===== config.mk =====
export PLATFORM = sky130hd
export DESIGN_NAME = caesar_sched
export DESIGN_NICKNAME = d
export VERILOG_FILES = /design/src/rtl/caesar_sched.sv
export SDC_FILE = /design/constraint.sdc
export NUM_CORES = 1
export LEC_CHECK = 0
export CAP_MARGIN = 20
export CORE_MARGIN = 8
export CORE_UTILIZATION = 55
export DETAILED_ROUTE_END_ITERATION = 16
export GPL_TIMING_DRIVEN = 0
export PLACE_DENSITY = 0.89
export SLEW_MARGIN = 20
export SYNTH_ARGS = -nofsm -noshare
export SYNTH_HDL_FRONTEND = slang
export SYNTH_SLANG_ARGS = --single-unit

===== constraint.sdc =====
create_clock -name clk -period 5.7 [get_ports clk]
set_input_delay 1.14 -clock clk [delete_from_list [all_inputs] [get_ports clk]]
set_output_delay 1.14 -clock clk [all_outputs]
set_load 0.1 [all_outputs]

===== src/rtl/caesar_sched.sv =====
// caesar_sched: round-robin scheduler that shares one Caesar decrypt engine
// among NUM_REQ byte-stream requesters. Each grant covers one burst (capped at
// MAX_BURST beats), feeds the engine with the granted requester's latched key,
// and tags engine results with requester ID and last-beat flag.
module caesar_sched #(
  parameter int NUM_REQ   = 4,
  parameter int D_WIDTH   = 8,
  parameter int KEY_WIDTH = 16,
  parameter int ID_WIDTH  = 2,
  parameter int ENG_LAT   = 1,
  parameter int MAX_BURST = 16
) (
  input  logic                       clk,
  input  logic                       reset,
  input  logic [NUM_REQ-1:0]         req_valid,
  input  logic [NUM_REQ-1:0]         req_last,
  input  logic [NUM_REQ*D_WIDTH-1:0] req_data,
  output logic [NUM_REQ-1:0]         req_ready,
  input  logic                       cfg_we,
  input  logic [ID_WIDTH-1:0]        cfg_id,
  input  logic [KEY_WIDTH-1:0]       cfg_key,
  output logic                       eng_valid,
  output logic [D_WIDTH-1:0]         eng_data,
  output logic [KEY_WIDTH-1:0]       eng_key,
  input  logic                       eng_valid_in,
  input  logic [D_WIDTH-1:0]         eng_data_in,
  output logic                       rsp_valid,
  output logic [D_WIDTH-1:0]         rsp_data,
  output logic [ID_WIDTH-1:0]        rsp_id,
  output logic                       rsp_last,
  output logic                       busy
);

  localparam int CNT_W = $clog2(MAX_BURST + 1);
  localparam int IDP_W = ENG_LAT * ID_WIDTH;

  typedef enum logic {IDLE, BURST} state_t;

  state_t               state;
  logic [ID_WIDTH-1:0]  ptr;
  logic [ID_WIDTH-1:0]  gnt_id;
  logic [KEY_WIDTH-1:0] cur_key;
  logic [CNT_W-1:0]     beat_cnt;
  logic [KEY_WIDTH-1:0] key_tab [NUM_REQ];

  logic                 found;
  logic [ID_WIDTH-1:0]  winner;
  logic [ID_WIDTH-1:0]  idx;
  logic                 accept;
  logic                 last_eff;
  logic [ID_WIDTH-1:0]  nxt_ptr;

  // Tag travelling alongside eng_valid, then ENG_LAT stages to meet the result
  logic [ID_WIDTH-1:0]  eng_tag_id;
  logic                 eng_tag_last;
  logic [ENG_LAT-1:0]   tag_v;
  logic [ENG_LAT-1:0]   tag_last;
  logic [IDP_W-1:0]     tag_id;
  logic                 tag_hit;

  assign accept   = (state == BURST) && req_valid[gnt_id];
  assign last_eff = req_last[gnt_id] || (beat_cnt == CNT_W'(MAX_BURST - 1));
  assign nxt_ptr  = (gnt_id == ID_WIDTH'(NUM_REQ - 1)) ? '0 : gnt_id + ID_WIDTH'(1);
  assign eng_key  = cur_key;
  assign tag_hit  = eng_valid_in && tag_v[ENG_LAT-1];
  assign busy     = (state == BURST) || eng_valid || (|tag_v);

  // Round-robin search: first valid requester at or after ptr, wrapping upward
  always_comb begin
    found  = 1'b0;
    winner = ptr;
    idx    = '0;
    for (int unsigned k = 0; k < NUM_REQ; k++) begin
      idx = ID_WIDTH'((32'(ptr) + k) % NUM_REQ);
      if (!found && req_valid[idx]) begin
        found  = 1'b1;
        winner = idx;
      end
    end
  end

  // Ready only toward the granted requester while a burst is open
  always_comb begin
    req_ready = '0;
    if (state == BURST) req_ready[gnt_id] = 1'b1;
  end

  // Key table; a grant reads the pre-write value on a same-cycle write
  always_ff @(posedge clk or posedge reset) begin
    if (reset) key_tab <= '{default: '0};
    else if (cfg_we) key_tab[cfg_id] <= cfg_key;
  end

  // Grant FSM and registered engine-side outputs
  always_ff @(posedge clk or posedge reset) begin
    if (reset) begin
      state        <= IDLE;
      ptr          <= '0;
      gnt_id       <= '0;
      cur_key      <= '0;
      beat_cnt     <= '0;
      eng_valid    <= 1'b0;
      eng_data     <= '0;
      eng_tag_id   <= '0;
      eng_tag_last <= 1'b0;
    end else begin
      eng_valid    <= 1'b0;
      eng_data     <= '0;
      eng_tag_id   <= '0;
      eng_tag_last <= 1'b0;
      case (state)
        IDLE: begin
          if (found) begin
            state    <= BURST;
            gnt_id   <= winner;
            cur_key  <= key_tab[winner];
            beat_cnt <= '0;
          end
        end
        BURST: begin
          if (accept) begin
            eng_valid    <= 1'b1;
            eng_data     <= req_data[gnt_id*D_WIDTH +: D_WIDTH];
            eng_tag_id   <= gnt_id;
            eng_tag_last <= last_eff;
            beat_cnt     <= beat_cnt + CNT_W'(1);
            if (last_eff) begin
              state <= IDLE;
              ptr   <= nxt_ptr;
            end
          end
        end
        default: state <= IDLE;
      endcase
    end
  end

  // Tag delay line and registered response; untagged engine results are dropped
  always_ff @(posedge clk or posedge reset) begin
    if (reset) begin
      tag_v     <= '0;
      tag_last  <= '0;
      tag_id    <= '0;
      rsp_valid <= 1'b0;
      rsp_data  <= '0;
      rsp_id    <= '0;
      rsp_last  <= 1'b0;
    end else begin
      // Shift-in form keeps the delay line valid for any ENG_LAT >= 1
      tag_v     <= (tag_v << 1) | ENG_LAT'(eng_valid);
      tag_last  <= (tag_last << 1) | ENG_LAT'(eng_tag_last);
      tag_id    <= (tag_id << ID_WIDTH) | IDP_W'(eng_tag_id);
      rsp_valid <= tag_hit;
      if (tag_hit) begin
        rsp_data <= eng_data_in;
        rsp_id   <= tag_id[IDP_W-1 -: ID_WIDTH];
        rsp_last <= tag_last[ENG_LAT-1];
      end else begin
        rsp_data <= '0;
        rsp_id   <= '0;
        rsp_last <= 1'b0;
      end
    end
  end

endmodule


== Yosys cells after proc, flatten, opt, wreduce, memory -nomap -nowiden ==
Cells that the tools add are included.
Storage, ports and cells
  flip-flop bits (word level): 118
  bits in latches: 0
  bits in writable memories: 0
  ROM bits: 0
  input bits: 70
  word-level logic and storage cells: 105
  memories: 0
Cells by class
  $add $sub $neg: 5
  multipliers: 0
  divide/modulo/power cells: 0
  order comparisons: 9
  equal/unequal tests: 4
  shift operators: 1
  mux-type cells: 47
  bitwise gates (word level): 3
  reductions and logical operators: 16
Operator list (count)
  bitwise mux 64 bit: 1
  2-to-1 mux 16 bit: 3
  binary-select mux 16 bit (select 2 bit): 1
  demux 16 bit (select 2 bit): 1
  variable part select 32 x 6 -> 8 bit: 1
  2-to-1 mux 8 bit: 3
  2-to-1 mux 1 bit: 19
  less-than comparator 2 x 3 -> 1 bit, second input constant: 5
  2-to-1 mux 2 bit: 7
  binary-select mux 1 bit (select 2 bit): 6
  2-to-1 mux 5 bit: 2
  one-hot mux 5 bit (2 select lines): 1
  logical AND 1 bit: 7
  >= comparator 3 bit, second input constant: 2
  inverter 2 -> 3 bit: 2
  adder 5 x 1 -> 5 bit, second input constant: 1
  == test 5 x 4 -> 1 bit, second input constant: 1
  adder 2 x 1 -> 2 bit, second input constant: 2
  adder 2 bit, second input constant: 2
  2-to-1 mux 4 bit: 1
  AND reduction 2 bit: 2
  zero test 1 bit: 3
  logical OR 1 bit: 3
  less-than comparator 3 x 1 -> 1 bit, second input constant: 1
  8 further kinds: 8

== Depth between registers and ports, before layout ==
Gate-level depths: netlist of the first run.
  depth in word-level cells: 16
  mapped depth: 8
  gate-level depth less buffers: 8

== Worst setup path before layout of the first run ==
Ideal clock, no wire load.
  kind: register -> output
  start: register gnt_id[0]
  end: output port req_ready[0]
  arrival time: 1.772 ns
  path slack: 2.788 ns
  cell stages (with the launch flop): 6
  path buffers: 2
  path through: dfrtp_1 clkbuf_1 buf_2 inv_1 ha_1 and2_1
On the way
  word-level cells in the longest chain between the ends: 5
  elaborated cells on any way between the ends: 6
Ends and longest elaborated chain
  start, declared: line 41  | logic [ID_WIDTH-1:0] gnt_id;
  start signal, assigned: line 115  | gnt_id <= winner;
  less-than comparator 2 x 3 -> 1 bit (implied by the code) / >= comparator 2 x 1 -> 1 bit (equally long branches): line 85  | if (state == BURST) req_ready[gnt_id] = 1'b1;
  logical AND 1 bit (implied by the code): line 85
  2-to-1 mux 1 bit (implied by the code): line 85
  demux 1 bit (select 2 bit) *: line 85
  2-to-1 mux 4 bit *: line 85
  end, declared: line 18  | output logic [NUM_REQ-1:0] req_ready,
Mark *: on every way between the ends. The rest lies on a longest branch, timed or not.

== Final worst setup path of the first run ==
Ends and elaborated chain as after synthesis.

==> results of run 1 <==
[cells by family after synthesis]
kind of cell	synth area share (%)
AOI/OAI and AO/OA	10.48
xor gates and xnor gates	0.1638
adders and majority gates	1.403
buffers and inverters	3.251
DFF	55.20
muxes	20.82
and+or+nand+nor	8.678
[stage by stage]
| step | util (%) | instances | setup WS, ns |
|---|---|---|---|
| 2_1_floorplan | - | 408 | 1.431 |
| 3_3_place_gp | 69.07 | 652 | -0.008704 |
| 4_1_cts | 75.30 | 684 | 1.463 |
| 3_5_place_dp | 69.41 | 653 | 2.005 |
| 6_report | 75.30 | 684 | 1.497 |
| 5_1_grt | 75.30 | 684 | 1.338 |
[cell type report]
class | instances | area, um^2 | area share (%)
Inverter | 9 | 38.79 | 0.5369
Sequential cell | 118 | 2953 | 40.87
Clock inverter | 8 | 98.84 | 1.368
Tap cell | 133 | 166.4 | 2.303
Multi-Input combinational cell | 256 | 2222 | 30.76
Timing Repair Buffer | 112 | 1139 | 15.76
Clock buffer | 23 | 466.7 | 6.460
Buffer | 25 | 140.1 | 1.940
[synthesized netlist by cell type, types with 2 or more instances]
cell type and count:
and2_1 5, nor2b_1 12, buf_6 5, clkbuf_1 15
ha_1 6, dfrtp_1 118, buf_2 4, a211oi_1 37
nand3_1 4, o21a_1 3, nand3b_1 2, mux2_2 66
mux2i_1 19, o21ai_0 7, mux4_2 8, inv_1 8
nor2_1 18, a211oi_2 11, nand2_1 26, or3_1 2
and3_1 12
[report_power, final]
group          internal (mW)  switching, mW
sequential              1.07          0.139
clock                  0.652          0.366
combinational          0.598           1.41
[state kept, by name, indices dropped and copies added (netlist names)]
signal        flops
key_tab          64
eng_key          16
eng_data          8
rsp_data          8
beat_cnt          5
eng_tag_id        2
gnt_id            2
ptr               2
rsp_id            2
tag_id            2
eng_tag_last      1
eng_valid         1
rsp_last          1
rsp_valid         1
state             1
tag_last          1
tag_v             1
[worst max-delay path: cells and delay by family, from the launching register on]
family	cells	cell delay, ns
buffers and inverters	4	1.80
flip-flops	1	0.38
adder cells (fa/ha/maj)	1	0.21
AND/OR/NAND/NOR	1	0.16
[path summary, 6_finish.rpt]
| kind | slack, ns | end | cells past startpoint |
|---|---|---|---|
| worst min-delay path | 0.35 | tag_id[1] | 0 |
| worst max register to register | 3.41 | beat_cnt[4] | 6 |
| max in group asynchronous | 4.00 | key_tab[32] | 3 |
| worst max-delay path | 1.50 | req_ready[0] | 6 |
| min in group asynchronous | 0.98 | rsp_data[0] | 2 |
| worst min register to register | 0.35 | tag_id[1] | 0 |
[routing by layer]
| metal | vias to the layer above | wire (um) |
|---|---|---|
| li1 | 1753 | - |
| met1 | 1991 | 5525 |
| met2 | 196 | 7411 |
| met3 | 34 | 1011 |
| met4 | 0 | 326 |
| met5 | - | 0 |
==> flow_metrics.tcl, run 1 <==
set metrics [dict create \
    fin_nets 615 \
    synth_flop_cell "dfrtp_1" \
    wl_um 14280 \
    syn_nets 484 \
    path_max_fanout 10 \
    finalInstanceArea_um2 7224 \
    syn-cell-area_um2 5349 \
    synth_top_cell_by_area "dfrtp_1" \
    dpl_cell_area_um2 6659 \
    met3_usage_pct 6.224 \
    die_h_um 114.6 \
    post-route-drc-count 0 \
    cts_tree "yes" \
    ys_seq_elements 118 \
    dr.pass1.iters 7 \
    dpl.hpwl_um 9503 \
    finalMaxSlewViolations 0 \
    core_area_um2 9594 \
    postCtsSetupBuffers 0 \
    fin_skew_ns 0.01197 \
    cp.required_ns 4.56 \
    first_global_vias 4516 \
    ios 112 \
    worst-slew-pin-transition_ns 1.034 \
    postRouteAntennaNets 0 \
    slew_headroom_pct 30.82 \
    p_per_area_nw_per_um2 586.5 \
    status "finished clean" \
    grt_pass1_wl_um 23250 \
    ctsLongestPathBuffers 2 \
    ys_top_cells_by_area "dfrtp_1 55%, mux2_2 14%, a211oi_1 5.2%, mux2i_1 3.6%, mux4_2 3.4%" \
    arrival_ns 3.06 \
    hold_slack_ns 0.3495 \
    tns_ns 0 \
    num_vias 3974 \
    drive_above_1_share_pct 24.32 \
    hold_buffers 0 \
    cts_resized 0 \
    endpoint_kind "output pin" \
    worstSetupStartpointType "flop" \
    numCtsBuffers 17 \
    p_leak_nw 3.080 \
    dieArea_um2 13140 \
    synth.avg_cell_area_um2 13.11 \
    grt_max_degree 85 \
    gp_congestion 0.8044 \
    die_width_um 114.6 \
    ir_drop_v 0.0002893 \
    clock-sinks 118 \
    yosysUniqueCellTypes 41 \
    layout_commonest_cell "dfrtp_1" \
    grt.met1_usage_pct 24.97 \
    crit_slowest_cell "clkdlybuf4s50_1" \
    rsz0062_at_grt "false" \
    fillers 569 \
    grt_antenna_before_repair 0 \
    gr-total-overflow 0 \
    synth_async_sr_flop_share_pct 100.0 \
    cpPeakStageDelay_ns 0.97 \
    synthCells 408 \
    antenna-diode-count 0 \
    final_cell_mix "118 x dfrtp_1, 111 x clkdlybuf4s50_1, 66 x mux2_2, 37 x a211oi_1, 26 x nand2_1" \
    gr-max-usage-layer "met2" \
    seq_area_frac_synth_pct 55.20 \
    rows 36 \
    synth_top_area_share_pct 55.20 \
    crit_type "reg2out" \
    clk_latency_ns 0.52 \
    period_minus_slack_ns 4.203 \
    grt_usage_pct 23.14 \
    r2r-start "gnt_id[0]" \
    htreeDepth 4 \
    clockRootBuffer "clkbuf_8" \
    worstPathCellList "clkbuf_1, buf_2, inv_1, ha_1, and2_1, clkdlybuf4s50_1" \
    startpoint "gnt_id[0]" \
    synth-edff-count 0 \
    initial_core_util_pct 55.75 \
    hp-start "eng_tag_id[1]" \
    cap_violations 0 \
    hold_viol_final 0 \
    setup_viol 0 \
    yosysWarningCount 0 \
    fin_total_pwr_mw 4.237 \
    synthToLayoutAreaGrowth_pct 35.06 \
    met2_usage_pct 40.89 \
    hold_path.class "reg2reg" \
    vias_per_cell 5.810 \
    wl_per_cell_um 20.87 \
    clkTransAtPathRegs_ns 0.05 \
    io_buffers 111 \
    dr.first_iter.drc_count 257 \
    fmax_mhz 237.9 \
    final.period_utilization_pct 73.74 \
]
(Power assumes the default switching activity.)
==> run 2, diff against run 1 <==
--- a/config.mk
+++ b/config.mk
@@ -7,10 +7,10 @@
 export LEC_CHECK = 0
 export CAP_MARGIN = 20
 export CORE_MARGIN = 8
-export CORE_UTILIZATION = 55
+export CORE_UTILIZATION = 46
 export DETAILED_ROUTE_END_ITERATION = 16
 export GPL_TIMING_DRIVEN = 0
-export PLACE_DENSITY = 0.89
+export PLACE_DENSITY = 0.8
 export SLEW_MARGIN = 20
 export SYNTH_ARGS = -nofsm -noshare
 export SYNTH_HDL_FRONTEND = slang
==> constraint.sdc (replaced) <==
create_clock -name clk -period 3.84 [get_ports clk]
set_input_delay 0.768 -clock clk [delete_from_list [all_inputs] [get_ports clk]]
set_output_delay 0.768 -clock clk [all_outputs]
set_load 0.1 [all_outputs]
==> run 2 against run 1 <==
Effect of this change: global-route usage is 4.6 points lower; clock skew is 0.00057 ns higher; die area is 17% higher; core utilization is 11 points lower; non-clock buffer count is 2 higher; via count is 3.2% lower; critical path type unchanged; largest cell class unchanged; highest routed layer unchanged.
==> flow_metrics.tcl, run 2 (synthesized netlist as in run 1, its figures left out) <==
set metrics [dict create \
    hp-start "eng_tag_id[1]" \
    holdPathEnd "tag_id[1]" \
    wl_per_cell_um 19.88 \
    wl_um 13820 \
    finalInstanceArea_um2 7315 \
    crit_type "reg2out" \
    final_util_pct 64.33 \
    p_leak_nw 3.139 \
    clock-sinks 118 \
    p_per_area_nw_per_um2 870.8 \
    hold_buffers 0 \
    ff2ff_path_depth 6 \
    path_buf_inv 3 \
    fmax_mhz 276.3 \
    worstSetupStartpointType "flop" \
    hold_viol_final 0 \
    setup_viol 0 \
    rrSetupSlack_ns 1.59 \
    gp_congestion 0.7656 \
    rsz0062_at_grt "false" \
    htreeDepth 4 \
    clockRootBuffer "clkbuf_16" \
    grt_usage_pct 18.58 \
    top_register "key_tab" \
    ctsLongestPathBuffers 2 \
    tns_ns 0 \
    core_area_um2 11370 \
    ir_drop_v 0.0006181 \
    initial_core_util_pct 47.05 \
    numCtsBuffers 17 \
    gr-total-overflow 0 \
    final_cell_mix "118 x dfrtp_1, 109 x clkdlybuf4s50_1, 66 x mux2_2, 37 x a211oi_1, 26 x nand2_1" \
    dr.first_iter.drc_count 262 \
    dpl.hpwl_um 9827 \
    hold_depth 0 \
    grt_pass1_wl_um 21880 \
    largest_reg_flops 64 \
    io_buffers 111 \
    antenna-diode-count 0 \
    worst-slew-pin-transition_ns 1.007 \
    crit_slowest_cell "clkdlybuf4s50_1" \
    hold_path.class "reg2reg" \
    clk_latency_ns 0.41 \
    die_h_um 123.8 \
    cts_resized 1 \
    fin_total_pwr_mw 6.370 \
    postRouteAntennaNets 0 \
    clkTransAtPathRegs_ns 0.05 \
    grt_antenna_before_repair 0 \
    first_global_vias 4213 \
    finalMaxSlewViolations 0 \
    period_minus_slack_ns 3.620 \
    r2r-start "gnt_id[0]" \
    fin_nets 617 \
    status "finished clean" \
    path_max_fanout 10 \
    dpl_cell_area_um2 6703 \
    vias_per_cell 5.534 \
    synthToLayoutAreaGrowth_pct 36.75 \
    worstReg2RegEnd "beat_cnt[1]" \
    critical_path.top_delay_family "buffers and inverters" \
    postCtsSetupBuffers 0 \
    grt_max_degree 35 \
    final.period_utilization_pct 94.27 \
    endpoint_kind "output pin" \
    dieArea_um2 15340 \
    cpPeakStageDelay_ns 0.97 \
    cts_tree "yes" \
    die_width_um 123.8 \
    rows 39 \
    hold_slack_ns 0.3497 \
    layout_commonest_cell "dfrtp_1" \
    dr.pass1.iters 4 \
    drive_above_1_share_pct 24.82 \
    post-route-drc-count 0 \
    ios 112 \
    arrival_ns 2.85 \
    worstPathCellList "clkbuf_1, inv_1, ha_1, and2_1, clkdlybuf4s50_1" \
    fin_skew_ns 0.01255 \
    slew_headroom_pct 32.63 \
    cp.required_ns 3.07 \
    num_vias 3846 \
    cap_violations 0 \
]
==> run 2: layout make-up <==
type	instances	area, um^2
Buffer	25	140.1
Clock buffer	20	456.7
Clock inverter	10	153.9
Fill cell	874	4055
Inverter	9	37.54
Multi-Input combinational cell	256	2222
Sequential cell	118	2953
Tap cell	143	178.9
Timing Repair Buffer	114	1172
==> run 2: metrics by stage <==
| stage | setup WS [ns] | std cells |
|---|---|---|
| finish | 0.2202 | 695 |
| global route | 0.1081 | 695 |
| CTS | 0.01491 | 695 |
| detailed placement | 0.4525 | 665 |
| global placement | 0.5009 | 662 |
| floorplan | 1.300 | 408 |
==> run 2: worst max-delay path by stage <==
stage | startpoint | endpoint | slack [ns] | depth (start not counted)
finish | gnt_id[1] | req_ready[1] | 0.22 | 5
global route | gnt_id[1] | req_ready[1] | 0.11 | 5
CTS | gnt_id[0] | req_ready[0] | 0.01 | 6
detailed placement | gnt_id[0] | req_ready[0] | 0.45 | 6
global placement | gnt_id[0] | req_ready[0] | 0.50 | 6
floorplan | gnt_id[0] | req_ready[0] | 1.30 | 5
==> run 2: power by group <==
group | switching, mW | internal [mW]
Sequential | 0.199 | 1.59
Clock | 0.535 | 1.11
Combinational | 2.05 | 0.884
Total | 2.78 | 3.59
==> run 2: routing by layer <==
layer	track usage, %	up-vias	share of wire, %
li1	-	1746	-
met1	22.46	1926	42
met2	30.55	150	47
met3	5.984	24	9.0
met4	6.772	0	2.0
met5	0	-	0
